File: config.mk
export PLATFORM = sky130hd
export DESIGN_NAME = serial_wb_middle
export DESIGN_NICKNAME = d
export VERILOG_FILES = /design/src/rtl/serial_wb_pkg.sv /design/src/rtl/led_shift_out.sv /design/src/rtl/serial_wb_middle.sv
export SDC_FILE = /design/constraint.sdc
export NUM_CORES = 1
export LEC_CHECK = 0
export ABC_AREA = 0
export CORE_MARGIN = 10
export CORE_UTILIZATION = 60
export CTS_BUF_LIST = sky130_fd_sc_hd__clkbuf_16
export CTS_CLUSTER_DIAMETER = 50
export DETAILED_ROUTE_END_ITERATION = 10
export PLACE_DENSITY = 0.87
export SYNTH_ARGS = -nofsm -noshare
export SYNTH_HDL_FRONTEND = slang
export SYNTH_HIERARCHICAL = 1
export SYNTH_SLANG_ARGS = --single-unit
File: constraint.sdc
create_clock -name i_clk -period 3 [get_ports i_clk]
set_input_delay 0.45 -clock i_clk [delete_from_list [all_inputs] [get_ports i_clk]]
set_output_delay 0.45 -clock i_clk [all_outputs]
set_load 0.01 [all_outputs]
File: src/rtl/serial_wb_pkg.sv
// Shared constants, register map and parser state encoding for the serial
// command bridge.
package serial_wb_pkg;

    localparam logic [7:0]  CMD_WRITE = 8'hA2;
    localparam logic [7:0]  CMD_READ  = 8'hA1;

    localparam logic [31:0] ADDR_ID   = 32'h0000_0000;
    localparam logic [31:0] ADDR_LED  = 32'h0000_0004;
    localparam logic [31:0] ADDR_SLED = 32'h0000_0200;
    localparam logic [31:0] ID_VALUE  = 32'h4D49_4431;

    typedef enum logic [3:0] {
        ST_IDLE,
        ST_ADDR0,
        ST_ADDR1,
        ST_ADDR2,
        ST_ADDR3,
        ST_CNT0,
        ST_CNT1,
        ST_WDATA,
        ST_BUS,
        ST_RDATA,
        ST_ACK
    } state_e;

    // Little-endian byte lane select: idx 0 returns bits 7:0.
    function automatic logic [7:0] word_byte(input logic [31:0] w, input logic [1:0] idx);
        return w[{idx, 3'b000} +: 8];
    endfunction

endpackage

File: src/rtl/led_shift_out.sv
// Serial LED shifter: loads 32 bits and clocks them out MSB first; data moves
// on the falling edge of led_clk_o so it is stable around each rising edge.
module led_shift_out #(
    parameter int LED_CLK_DIV = 4
) (
    input  logic        i_clk,
    input  logic        i_rst,
    input  logic        load_i,
    input  logic [31:0] data_i,
    output logic        busy_o,
    output logic        led_clk_o,
    output logic        led_data_o
);

    localparam logic [15:0] DIV_LAST = 16'(LED_CLK_DIV - 1);

    logic [31:0] shreg_q;
    logic [4:0]  bit_q;
    logic [15:0] div_q;
    logic        busy_q;
    logic        clk_q;
    logic        data_q;

    always_ff @(posedge i_clk or negedge i_rst) begin
        if (!i_rst) begin
            shreg_q <= '0;
            bit_q   <= '0;
            div_q   <= '0;
            busy_q  <= 1'b0;
            clk_q   <= 1'b0;
            data_q  <= 1'b0;
        end else if (!busy_q) begin
            if (load_i) begin
                shreg_q <= data_i;
                data_q  <= data_i[31];
                busy_q  <= 1'b1;
                bit_q   <= '0;
                div_q   <= '0;
                clk_q   <= 1'b0;
            end
        end else if (div_q != DIV_LAST) begin
            div_q <= div_q + 16'd1;
        end else begin
            div_q <= '0;
            if (!clk_q) begin
                clk_q <= 1'b1;
            end else begin
                // Falling edge: either finish or present the next bit.
                clk_q <= 1'b0;
                if (bit_q == 5'd31) begin
                    busy_q <= 1'b0;
                    data_q <= 1'b0;
                end else begin
                    bit_q   <= bit_q + 5'd1;
                    shreg_q <= {shreg_q[30:0], 1'b0};
                    data_q  <= shreg_q[30];
                end
            end
        end
    end

    assign busy_o     = busy_q;
    assign led_clk_o  = clk_q;
    assign led_data_o = data_q;

endmodule

File: src/rtl/serial_wb_middle.sv
// Byte-stream command bridge: parses framed read/write commands, performs
// 32-bit register accesses and streams back the ack and read data.
module serial_wb_middle
    import serial_wb_pkg::*;
#(
    parameter int TIMEOUT_CYCLES = 1_000_000,
    parameter int LED_CLK_DIV    = 4
) (
    input  logic       i_clk,
    input  logic       i_rst,
    input  logic [7:0] s_axis_tdata,
    input  logic       s_axis_tvalid,
    output logic       s_axis_tready,
    output logic [7:0] m_axis_tdata,
    output logic       m_axis_tvalid,
    input  logic       m_axis_tready,
    output logic [7:0] o_led,
    output logic       o_led_clk,
    output logic       o_led_data,
    output logic       o_debug_0
);

    localparam logic [31:0] TO_LAST = 32'(TIMEOUT_CYCLES - 1);

    // Both streams use plain AXI-Stream rules: a byte moves on a cycle where
    // valid and ready are both high; valid never waits on ready.
    state_e      state_q, state_d;
    logic [31:0] addr_q, addr_d;
    logic [15:0] cnt_q, cnt_d;
    logic        is_read_q, is_read_d;
    logic [31:0] word_q, word_d;
    logic [1:0]  bidx_q, bidx_d;
    logic [31:0] rword_q, rword_d;
    logic [31:0] to_q, to_d;
    logic        bus_ack_q;
    logic [31:0] bus_rdata_q;
    logic [7:0]  led_q;

    logic        in_fire, out_fire, frame_wait, bus_stb, sled_busy;
    logic [31:0] rd_mux;

    assign in_fire  = s_axis_tvalid && s_axis_tready;
    assign out_fire = m_axis_tvalid && m_axis_tready;

    always_ff @(posedge i_clk or negedge i_rst) begin
        if (!i_rst) begin
            state_q   <= ST_IDLE;
            addr_q    <= '0;
            cnt_q     <= '0;
            is_read_q <= 1'b0;
            word_q    <= '0;
            bidx_q    <= '0;
            rword_q   <= '0;
            to_q      <= '0;
        end else begin
            state_q   <= state_d;
            addr_q    <= addr_d;
            cnt_q     <= cnt_d;
            is_read_q <= is_read_d;
            word_q    <= word_d;
            bidx_q    <= bidx_d;
            rword_q   <= rword_d;
            to_q      <= to_d;
        end
    end

    always_comb begin
        state_d    = state_q;
        addr_d     = addr_q;
        cnt_d      = cnt_q;
        is_read_d  = is_read_q;
        word_d     = word_q;
        bidx_d     = bidx_q;
        rword_d    = rword_q;
        to_d       = '0;
        frame_wait = (state_q != ST_IDLE) && (state_q != ST_BUS) &&
                     (state_q != ST_RDATA) && (state_q != ST_ACK);
        if (frame_wait && !in_fire) to_d = to_q + 32'd1;

        case (state_q)
            ST_IDLE: begin
                if (in_fire && (s_axis_tdata == CMD_WRITE || s_axis_tdata == CMD_READ)) begin
                    is_read_d = (s_axis_tdata == CMD_READ);
                    state_d   = ST_ADDR0;
                end
            end
            ST_ADDR0, ST_ADDR1, ST_ADDR2, ST_ADDR3: begin
                if (in_fire) begin
                    addr_d  = {addr_q[23:0], s_axis_tdata};
                    state_d = state_e'(state_q + 4'd1);
                end
            end
            ST_CNT0: begin
                if (in_fire) begin
                    cnt_d   = {cnt_q[7:0], s_axis_tdata};
                    state_d = ST_CNT1;
                end
            end
            ST_CNT1: begin
                if (in_fire) begin
                    cnt_d  = {cnt_q[7:0], s_axis_tdata};
                    bidx_d = '0;
                    if (is_read_q || cnt_d == 16'd0) state_d = ST_ACK;
                    else                              state_d = ST_WDATA;
                end
            end
            ST_WDATA: begin
                if (in_fire) begin
                    word_d[{bidx_q, 3'b000} +: 8] = s_axis_tdata;
                    bidx_d = bidx_q + 2'd1;
                    cnt_d  = cnt_q - 16'd1;
                    // A short trailing word never reaches the bus.
                    if (bidx_q == 2'd3)      state_d = ST_BUS;
                    else if (cnt_q == 16'd1) state_d = ST_ACK;
                end
            end
            ST_BUS: begin
                if (bus_ack_q) begin
                    addr_d = addr_q + 32'd4;
                    if (is_read_q) begin
                        rword_d = bus_rdata_q;
                        cnt_d   = cnt_q - 16'd4;
                        bidx_d  = '0;
                        state_d = ST_RDATA;
                    end else if (cnt_q == 16'd0) begin
                        state_d = ST_ACK;
                    end else begin
                        state_d = ST_WDATA;
                    end
                end
            end
            ST_RDATA: begin
                if (out_fire) begin
                    bidx_d = bidx_q + 2'd1;
                    if (bidx_q == 2'd3) state_d = (cnt_q >= 16'd4) ? ST_BUS : ST_IDLE;
                end
            end
            ST_ACK: begin
                if (out_fire) state_d = (is_read_q && cnt_q >= 16'd4) ? ST_BUS : ST_IDLE;
            end
            default: state_d = ST_IDLE;
        endcase

        if (frame_wait && !in_fire && to_q == TO_LAST) state_d = ST_IDLE;
    end

    always_comb begin
        s_axis_tready = !((state_q == ST_BUS) || (state_q == ST_RDATA) || (state_q == ST_ACK));
        m_axis_tvalid = (state_q == ST_ACK) || (state_q == ST_RDATA);
        m_axis_tdata  = 8'h00;
        if (state_q == ST_ACK)        m_axis_tdata = is_read_q ? CMD_READ : CMD_WRITE;
        else if (state_q == ST_RDATA) m_axis_tdata = word_byte(rword_q, bidx_q);
        o_debug_0 = (state_q != ST_IDLE);
        bus_stb   = (state_q == ST_BUS) && !bus_ack_q;
    end

    always_comb begin
        case (addr_q)
            ADDR_ID:   rd_mux = ID_VALUE;
            ADDR_LED:  rd_mux = {24'h0, led_q};
            ADDR_SLED: rd_mux = {31'h0, sled_busy};
            default:   rd_mux = '0;
        endcase
    end

    // Register bank: the request cycle performs the access, ack follows.
    always_ff @(posedge i_clk or negedge i_rst) begin
        if (!i_rst) begin
            bus_ack_q   <= 1'b0;
            bus_rdata_q <= '0;
            led_q       <= '0;
        end else begin
            bus_ack_q <= bus_stb;
            if (bus_stb) begin
                bus_rdata_q <= rd_mux;
                if (!is_read_q && addr_q == ADDR_LED) led_q <= word_q[7:0];
            end
        end
    end

    led_shift_out #(
        .LED_CLK_DIV(LED_CLK_DIV)
    ) u_led_shift (
        .i_clk      (i_clk),
        .i_rst      (i_rst),
        .load_i     (bus_stb && !is_read_q && addr_q == ADDR_SLED),
        .data_i     (word_q),
        .busy_o     (sled_busy),
        .led_clk_o  (o_led_clk),
        .led_data_o (o_led_data)
    );

    assign o_led = led_q;

endmodule

; ---- Word-level counts from Yosys, hierarchy flattened
; Index checks and enable logic that the tools add are counted.
[word_totals]
out_inout_bits = 21
reg_bits = 247
word_cells = 181
[op_classes]
reduce_logical = 44
n_shift = 3
add_sub_neg = 9
n_eq_ne = 42
muxes = 65
n_lt_le_gt_ge = 1
[ops]
columns = op, count
row1 = 31-bit two-way mux, 5
row2 = 16-bit two-way mux, 7
row3 = 32-bit two-way mux, 3
row4 = 31-bit case mux with 3 select lines, 1
row5 = 4-bit two-way mux, 17
row6 = 32-bit case mux with 2 select lines, 1
row7 = 16-bit case mux with 3 select lines, 1
row8 = "32-bit by 1-bit adder with 32-bit output, second input constant", 1
row9 = "32-bit by 3-bit adder with 32-bit output, second input constant", 1
row10 = 32-bit bitwise mux, 1
row11 = "32-bit by 10-bit equality test with 1-bit output, second input constant", 1
row12 = "32-bit by 20-bit equality test with 1-bit output, second input constant", 1
row13 = "32-bit by 3-bit equality test with 1-bit output, second input constant", 1
row14 = 16-bit zero test, 2
row15 = 32-bit zero test, 1
row16 = 4-bit case mux with 8 select lines, 1
row17 = "8-bit by 7-bit variable shift with 32-bit output, first input constant", 1
row18 = 32-bit by 6-bit indexed part select with 8-bit output, 1
row19 = 8-bit by 7-bit indexed part select with 32-bit output, 1
row20 = "3-bit inequality test, second input constant", 9
row21 = 5-bit two-way mux, 5
row22 = "2-bit inequality test, second input constant", 9
row23 = "16-bit by 1-bit adder with 16-bit output, second input constant", 1
row24 = "16-bit by 1-bit equality test with 1-bit output, second input constant", 1
row25 = other kinds (36), 91

; ---- Longest topological paths before layout
; Gate-level depths: netlist of run 1.
[logic_depth]
depth_word = 10
ltp_mapped = 12
depth_no_buf = 9

; ---- Cells and area by module
; Netlist of run 1, hierarchy kept.
[modules_own_cells]
columns = mod, area_per_inst_um2, seq_area_each_um2, n_inst, cells_each
row1 = serial_wb_middle, 7996.4, 3653.5, 1, 905
row2 = led_shift_out, 3067.9, 1376.3, 1, 337

; ---- Worst setup path before layout of run 1
; Ideal clock, no wire load.
[synth_timing]
path_type = reg-to-reg
start = register state_q[0]
end = register u_led_shift.div_q[2]
synth_period_minus_slack_ns = 2.627
stages_incl_launch_ff = 13
n_path_buf = 3
setup_slack_ns = 0.373
arrival_ns = 2.497
path_cell_list = dfrtp_1 -> inv_1 -> ha_1 -> clkbuf_1 -> nand2_2 -> or4_1 -> nor3_1 -> clkbuf_1 -> or2_2 -> buf_1 -> o21ai_0 -> nand2_1 -> o21ai_0
[synth_between]
elab_chain_cells = 5
[synth_rtl]
columns = element, line
row1 = start: declaration, serial_wb_middle.sv:27  ; state_e state_q, state_d;
row2 = start signal: assignment, serial_wb_middle.sv:56  ; state_q <= state_d;
row3 = 4-bit equality test, serial_wb_middle.sv:154  ; bus_stb = (state_q == ST_BUS) && !bus_ack_q;
row4 = 1-bit logical AND, serial_wb_middle.sv:154
row5 = 1-bit logical AND (2 in a row), serial_wb_middle.sv:186  ; .load_i (bus_stb && !is_read_q && addr_q == ADDR_SLED),
row6 = 2-bit nonzero test (no source line), -
row7 = end signal: assignment, led_shift_out.sv:42  ; div_q <= div_q + 16'd1;
row8 = end: declaration, led_shift_out.sv:19  ; logic [15:0] div_q;
; No other way between the ends.
; A chain may end at the register's enable or synchronous reset.

; ---- Worst setup path after layout of run 1
[layout_timing]
start = register state_q[0]
end = output o_debug_0
[layout_between]
elab_chain_cells = 1
[layout_rtl]
columns = element, line
row1 = 4-bit nonzero test, serial_wb_middle.sv:153  ; o_debug_0 = (state_q != ST_IDLE);
row2 = end: declaration, serial_wb_middle.sv:20  ; output logic o_debug_0
; No other way between the ends.

==> results of run 1 <==
[worst max-delay path, cell delays in order, from the launching register on]
cell and delay (ns):
dfrtp_2 0.45, inv_1 0.14, ha_2 0.30, buf_4 0.16, or3b_2 0.46, clkdlybuf4s50_1 0.50
[kinds of logic after synthesis]
logic type,Yosys count,share of synthesized area [%]
buf+inv,117,4.70
compound gates,320,18.5
simple gates,520,23.4
flops,201,45.5
mux,30,2.91
xor+xnor,32,2.53
fa+ha+maj,22,2.49
[layout make-up]
cell class / count / area share, %
Clock buffer: 24 / 4.79
Clock inverter: 19 / 1.68
Inverter: 37 / 1.11
Multi-Input combinational cell: 924 / 44.2
Sequential cell: 201 / 40.1
Tap cell: 229 / 2.28
Timing Repair Buffer: 81 / 5.83
[sequential cells by signal (all words and copies together) (netlist names), 5 cells and up]
signal / flops
u_led_shift/div_q: 16
o_led: 8
u_led_shift/bit_q: 5
rword_q: 9
addr_q: 32
to_q: 32
u_led_shift/shreg_q: 31
cnt_q: 16
bus_rdata_q: 9
word_q: 32
[power breakdown]
part	internal (mW)	total (mW)	switching, mW
Combinational	1.11	2.83	1.72
Sequential	3.11	3.68	0.572
Clock	1.81	2.97	1.16
[synthesized netlist by cell type, types with 14 or more instances]
cell and n:
a211oi_1 17, nor3_1 57, nand4_1 19, xnor2_1 14
nand2_1 140, a22oi_1 17, nor2_1 135, inv_1 37
nand3_1 43, a31oi_1 34, dfrtp_1 201, mux2_2 17
nor4_1 24, a221oi_1 31, a21oi_1 52, xor2_1 18
o21ai_0 109, ha_1 22, clkbuf_1 54
[what timing repair did]
action,4_1_cts,5_1_grt
gates resized for setup,5,2
setup endpoints to repair,7,8
hold buffers,1,0
endpoints found under the hold margin,51,0
pin swaps,0,1
setup buffers,0,1
[per-stage QoR]
stage | TNS (ns) | instances | instance area (um2)
4_1_cts | 0 | 1514 | 12500
2_1_floorplan | 0 | 1242 | 11100
5_1_grt | -0.154 | 1515 | 12600
3_3_place_gp | 0 | 1470 | 11700
6_report | 0 | 1515 | 12600
3_5_place_dp | 0 | 1470 | 11700
[metal layers]
metal | part of all wire (%) | vias to the layer above | global-route usage, %
li1 | - | 4600 | -
met1 | 42 | 4921 | 32.9
met3 | 7.6 | 62 | 3.75
met5 | 0 | - | 0
met4 | 2.3 | 0 | 7.62
met2 | 48 | 461 | 38.7
[path summary, 6_finish.rpt]
kind	endpoint	cells past startpoint	slack [ns]	start
worst min register to register	word_q[27]	2	0.47	word_q[27]
min in group i_clk	word_q[27]	2	0.47	word_q[27]
worst min-delay path	to_q[17]	2	0.45	i_rst
worst max-delay path	o_debug_0	5	0.03	state_q[0]
worst max register to register	u_led_shift/shreg_q[29]	8	0.16	addr_q[14]
max in group asynchronous	addr_q[5]	3	1.68	i_rst
==> out/summary.txt, run 1 <==
Status: complete, no violations
Main flop type after synthesis: dfrtp_1
Share of layout cells above drive strength 1: 10.8%
H-Tree Depth: 1
LEAKAGE: 5.30 nW
Grt total ovfl: 0
Post-synth top area share: 45.5%
Pins Over Slew Limit: 0
Top post-synthesis cells by area: dfrtp_1, o21ai_0, nand2_1
Global-route wire length before repair: 49500 um
Net Count, Synth: 1276
Unrepaired setup endpoints after global routing: true
F_max: 336 MHz
Core box area: 0.0180 mm2
Area of the multi-input gates: 0.00555 mm2
Die W: 156 um
Height of the chip: 156 um
GRT Total Usage: 24.1%
Global placer's final weighted congestion: 0.941
Avg Synthesized Cell Area: 8.91 um2
PnR worst setup slack: 0.0270 ns
Area Growth Syn to Fin: 13.4%
Yosys cell types: 83
Async set-reset flop share out of synthesis: 100%
I/O pin count: 33
Largest net degree at the start of global routing: 59
Via count: 10000
Hold slack: 0.449 ns
Place WS: 0.209 ns
Final Cycle Share: 99.1%
Clk root buf: clkbuf_16
Initial Util: 61.4%
Initial antenna violation count: 0
Detail Route Antenna Nets: 0
Ant diodes: 0
Max-slew headroom: 44.7%
Worst setup path category: flip-flop to primary output
Worst-path clk slew: 0.06 ns
Yosys warning count: 6
FF+latch area: 0.00503 mm2
Required @ worst endpoint: 2.55 ns
Synth area leader: dfrtp_1
Critical path capture point type: primary output
Final HPWL DP: 19700 um
Drt wl/cell: 19.7 um
Max Cap Viol: 0
Post-route DRC: 0
Clk buf depth: 3
Final hold violation count: 0
Mapped Area: 0.0111 mm2
Fill cell count: 1323
Worst vdd ir: 0.000691 V
Final setup violation count: 0
Buffers on Ports: 32
CTS tree: yes
PD cells: 755 mW/mm2
Initial DRC count: 991
Clk_lat worst skew: 0.52 ns
Crit path DAT: 2.52 ns
Worst Max-Slew Pin Slew: 0.821 ns
Register area share after synthesis: 45.5%
Most common cell after layout, fill and taps aside: dfrtp_1
Nets: 1303
#FFs+latches synth: 201
Clock sink count: 201
Min-Delay Path Class: input port to async pin
Worst-path maximum fanout: 9
CP Launch Type: flip-flop
Cells after synthesis: 1242
Total routed wirelength: 29800 um
DIE AREA: 0.0243 mm2
CTS Buf Count: 24
Skew final: 0.0180 ns
Post-synth EDFFs: 0
Fin crit period: 2.97 ns
First-pass DRT Iterations: 5
Vias/cell: 6.63
Final Power: 9.48 mW
Most frequent cells in the layout: dfrtp_1, nand2_1, nor2_1
Vias in the first global route: 9631
Layout Utilization: 69.6%
Rows: 49
Power figures use the tool's default switching activity.
==> run 2: changes to the inputs <==
==> constraint.sdc (replaced) <==
create_clock -name i_clk -period 3.12 [get_ports i_clk]
set_input_delay 0.468 -clock i_clk [delete_from_list [all_inputs] [get_ports i_clk]]
set_output_delay 0.468 -clock i_clk [all_outputs]
set_load 0.01 [all_outputs]
==> out/summary.txt, run 2 (synthesis results as in run 1) <==
Status: finished with violations
Failing checks: hold timing
Worst-path maximum fanout: 14
Area Growth Syn to Fin: 12.4%
Detail Route Antenna Nets: 0
Die W: 156 um
Largest net degree at the start of global routing: 85
Hold slack: -0.0229 ns
Critical path capture point type: primary output
Final HPWL DP: 19000 um
CTS Hold Buffers Added: 0
CP top delay family: buffers and inverters
Initial DRC count: 933
Final setup violation count: 0
Max-slew headroom: 44.5%
Worst Max-Slew Pin Slew: 0.825 ns
Share of layout cells above drive strength 1: 10.1%
Clock sink count: 201
CTS tree: yes
Rows: 49
Skew final: 0.0216 ns
GRT Total Usage: 23.9%
Total routed wirelength: 29200 um
H-Tree Depth: 1
I/O pin count: 33
Worst-path clk slew: 0.06 ns
FF+latch area: 0.00503 mm2
Clk root buf: clkbuf_16
Slowest CP cell: clkdlybuf4s50_1
Nets: 1296
Most common cell after layout, fill and taps aside: dfrtp_1
Grt total ovfl: 0
Final setup TNS: 0 ns
CP Cell Sequence: inv_1, ha_4, nor2b_2, nand2_2, a21oi_1, clkdlybuf4s50_1
Worst setup path category: flip-flop to primary output
Core box area: 0.0180 mm2
DIE AREA: 0.0243 mm2
Drt wl/cell: 19.4 um
Clk buf depth: 3
Final Cycle Share: 96.4%
CTS Buf Count: 24
Min-Delay Path Class: input port to async pin
Required @ worst endpoint: 2.65 ns
PD cells: 712 mW/mm2
Initial Util: 61.4%
Vias in the first global route: 9556
Crit path DAT: 2.54 ns
Height of the chip: 156 um
Area of the multi-input gates: 0.00555 mm2
Clk_lat worst skew: 0.52 ns
Fin crit period: 3.01 ns
F_max: 333 MHz
Most frequent cells in the layout: dfrtp_1, nand2_1, nor2_1
CP bufs+invs: 2
Fill cell count: 1356
WP depth: 6
Largest regs: addr_q (32), to_q (32), word_q (32)
Worst Reg-to-Reg Cells: 9
Global-route wire length before repair: 49200 um
Global placer's final weighted congestion: 0.911
First-pass DRT Iterations: 5
Buffers on Ports: 32
Ant diodes: 0
Final hold violation count: 11
Post-CTS Setup Bufs: 0
Max Cap Viol: 0
Pins Over Slew Limit: 0
Via count: 9956
Post-route DRC: 0
Initial antenna violation count: 0
Vias/cell: 6.60
Worst vdd ir: 0.000817 V
Crit path largest cell delay: 0.59 ns
LEAKAGE: 5.24 nW
CP Launch Type: flip-flop
Unrepaired setup endpoints after global routing: false
run 2: cell count changes in the layout (fill, tap and decap cells not counted), sizes merged:
cell	change
inv	-1
bufinv	-2
clkinv	+4
buf	-6
dlygate4sd3	-1
clkinvlp	-1
run 2: routing by layer:
metal  GRT usage (%)  wire length (um)
met5               0                 0
met4            6.24               657
met3            3.39              2220
met2            38.2             14000
met1            33.3             12400
run 2: worst paths after layout:
| check | startpoint | end | slack [ns] |
|---|---|---|---|
| worst max register to register | addr_q[14] | u_led_shift/div_q[2] | 0.26 |
| worst min register to register | word_q[27] | word_q[27] | 0.48 |
| max in group asynchronous | i_rst | word_q[11] | 2.30 |
| worst max-delay path | state_q[1] | m_axis_tdata[6] | 0.11 |
| min in group i_clk | word_q[27] | word_q[27] | 0.48 |
| worst min-delay path | i_rst | to_q[19] | -0.02 |
run 2: power breakdown:
group / internal, mW / leakage, nW / switching, mW
registers: 2.99 / 2.69 / 0.534
logic: 1.04 / 2.17 / 1.62
clock network: 1.57 / 0.383 / 1.09
total: 5.60 / 5.24 / 3.25
run 2: timing repair:
item | 4_1_cts | 5_1_grt
endpoints found under the setup margin | 4 | 2
endpoints found under the hold margin | 0 | 0
resized for setup | 4 | 2
cloned | 0 | 0
run 2: cell type report:
type                            count  share of cell area [%]
Inverter                           37                    1.12
Multi-Input combinational cell    924                    44.6
Clock buffer                       24                    4.83
Tap cell                          229                    2.30
Clock inverter                     19                    1.22
Sequential cell                   201                    40.5
Timing Repair Buffer               74                    5.44
run 2: stage by stage:
stage | instances | util [%] | setup slack, ns | cell area, um2 | total power [mW]
after CTS | 1508 | 69.0 | 0.0213 | 12400 | 8.82
after floorplan | 1242 | - | 0.493 | 11100 | 5.30
after global placement | 1465 | 64.7 | 0.332 | 11700 | 6.03
after detailed placement | 1465 | 64.7 | 0.293 | 11700 | 6.11
final | 1508 | 69.0 | 0.113 | 12400 | 8.85
after global routing | 1508 | 69.0 | 0.0164 | 12400 | 9.37
==> run 3: changes to the inputs <==
--- a/config.mk
+++ b/config.mk
@@ -6,7 +6,8 @@
 export NUM_CORES = 1
 export LEC_CHECK = 0
 export ABC_AREA = 0
-export CORE_MARGIN = 10
+export CORE_ASPECT_RATIO = 0.7
+export CORE_MARGIN = 3
 export CORE_UTILIZATION = 60
 export CTS_BUF_LIST = sky130_fd_sc_hd__clkbuf_16
 export CTS_CLUSTER_DIAMETER = 50
==> out/summary.txt, run 3 (synthesis results as in run 1) <==
Status: complete, no violations
Min-Delay Path Class: flip-flop to flip-flop
Final HPWL DP: 19600 um
Clk_lat worst skew: 0.51 ns
Area Growth Syn to Fin: 11.9%
Final Cycle Share: 97.8%
H-Tree Depth: 1
Most frequent cells in the layout: dfrtp_1, nand2_1, nor2_1
PD cells: 717 mW/mm2
CTS Buf Count: 21
Worst setup path category: flip-flop to primary output
Pins Over Slew Limit: 0
F_max: 328 MHz
Global-route met2 utilization: 44.2%
Buffers on Ports: 32
Crit path DAT: 2.58 ns
Initial antenna violation count: 0
Nets: 1293
GRT busiest layer: met1
Final setup TNS: 0 ns
Critical path capture point type: primary output
Height of the chip: 120 um
Final setup violation count: 0
LEAKAGE: 5.20 nW
Max-slew headroom: 14.3%
Core box area: 0.0176 mm2
Most common cell after layout, fill and taps aside: dfrtp_1
Post-CTS Setup Bufs: 0
GR Util met3: 4.58%
Max Cap Viol: 0
CTS tree: yes
Worst-path clk slew: 0.07 ns
Via count: 10200
Initial DRC count: 1780
DP Cell Count: 1466
Unrepaired setup endpoints after global routing: false
Worst vdd ir: 0.000662 V
Worst-path maximum fanout: 5
Largest regs: addr_q (32), to_q (32), word_q (32)
Initial Util: 62.8%
Total routed wirelength: 30100 um
Global placer's final weighted congestion: 0.973
Clk root buf: clkbuf_16
First-pass DRT Iterations: 6
Fin crit period: 3.05 ns
Fill cell count: 1337
Post-route DRC: 0
CP Launch Type: flip-flop
Largest net degree at the start of global routing: 75
Grt total ovfl: 0
Detail Route Antenna Nets: 0
Vias/cell: 6.78
Met1 Usage GRT: 45.8%
Clk buf depth: 3
Drt wl/cell: 20.0 um
Post-route insts no fill: 1504
Die W: 168 um
Worst Max-Slew Pin Slew: 1.29 ns
GRT Total Usage: 29.6%
Required @ worst endpoint: 2.65 ns
Share of layout cells above drive strength 1: 9.90%
I/O pin count: 33
Skew final: 0.0167 ns
Vias in the first global route: 9614
Ant diodes: 0
Global-route wire length before repair: 49600 um
Clock sink count: 201
Final hold violation count: 0
Rows: 40
DIE AREA: 0.0201 mm2
==> run 3: changes by cell type in the layout (fill, tap and decap cells not counted), sizes merged <==
cell,before,now
clkbuf,25,22
bufinv,2,4
dlygate4sd3,0,1
buf,42,41
clkinv,12,9
inv,42,39
clkinvlp,0,1
==> run 3: worst max-delay path, cell delays in order (launching register included) <==
cell	delay (ns)
dfrtp_1	0.43
inv_1	0.10
ha_1	0.23
nor2b_2	0.25
nand2_1	0.18
nor2_1	0.28
clkdlybuf4s50_1	0.61
==> run 3: report_power, final <==
group / internal (mW) / switching [mW]
sequential: 2.99 / 0.574
combinational: 1.02 / 1.65
clock: 1.57 / 1.08
total: 5.57 / 3.30
==> run 3: final timing paths <==
check	from	end	slack, ns	cells past startpoint
setup / recovery	state_q[1]	m_axis_tdata[3]	0.07	6
hold / removal	u_led_shift/bit_q[3]	u_led_shift/bit_q[3]	0.49	1
setup reg to reg	state_q[0]	addr_q[12]	0.28	10
hold reg to reg	u_led_shift/bit_q[3]	u_led_shift/bit_q[3]	0.49	1
max in group asynchronous	i_rst	word_q[3]	1.79	3
min in group asynchronous	i_rst	cnt_q[11]	0.52	2
==> run 3: what timing repair did <==
action	4_1_cts	5_1_grt
gates resized for setup	2	3
hold buffers	1	0
endpoints found under the setup margin	2	14
endpoints found under the hold margin	61	0
==> run 3: layout make-up <==
| class | count | area [um2] | area share [%] |
|---|---|---|---|
| clock buffer | 21 | 526 | 4.24 |
| clock inverter | 16 | 190 | 1.54 |
| inverter | 37 | 139 | 1.12 |
| multi-input combinational | 924 | 5540 | 44.8 |
| sequential | 201 | 5030 | 40.6 |
| tap | 231 | 289 | 2.33 |
| timing repair buffer | 74 | 667 | 5.39 |
==> run 3: metrics by stage <==
stage | total power, mW | area [um2] | setup slack, ns | hold slack, ns | utilization [%]
floorplan | 5.30 | 11100 | 0.493 | 0.172 | -
global placement | 6.01 | 11600 | 0.336 | 0.461 | 66.1
detailed placement | 6.13 | 11600 | 0.255 | 0.470 | 66.1
CTS | 8.80 | 12400 | 0.0622 | 0.479 | 70.2
global route | 9.36 | 12400 | 0.00156 | 0.492 | 70.3
finish | 8.88 | 12400 | 0.0684 | 0.486 | 70.3
==> run 3: layer usage <==
layer  vias up  wire, um
met5         -         0
met4         0       667
met3        72      3320
met2       673     13000
met1      4898     13200
li1       4550         -
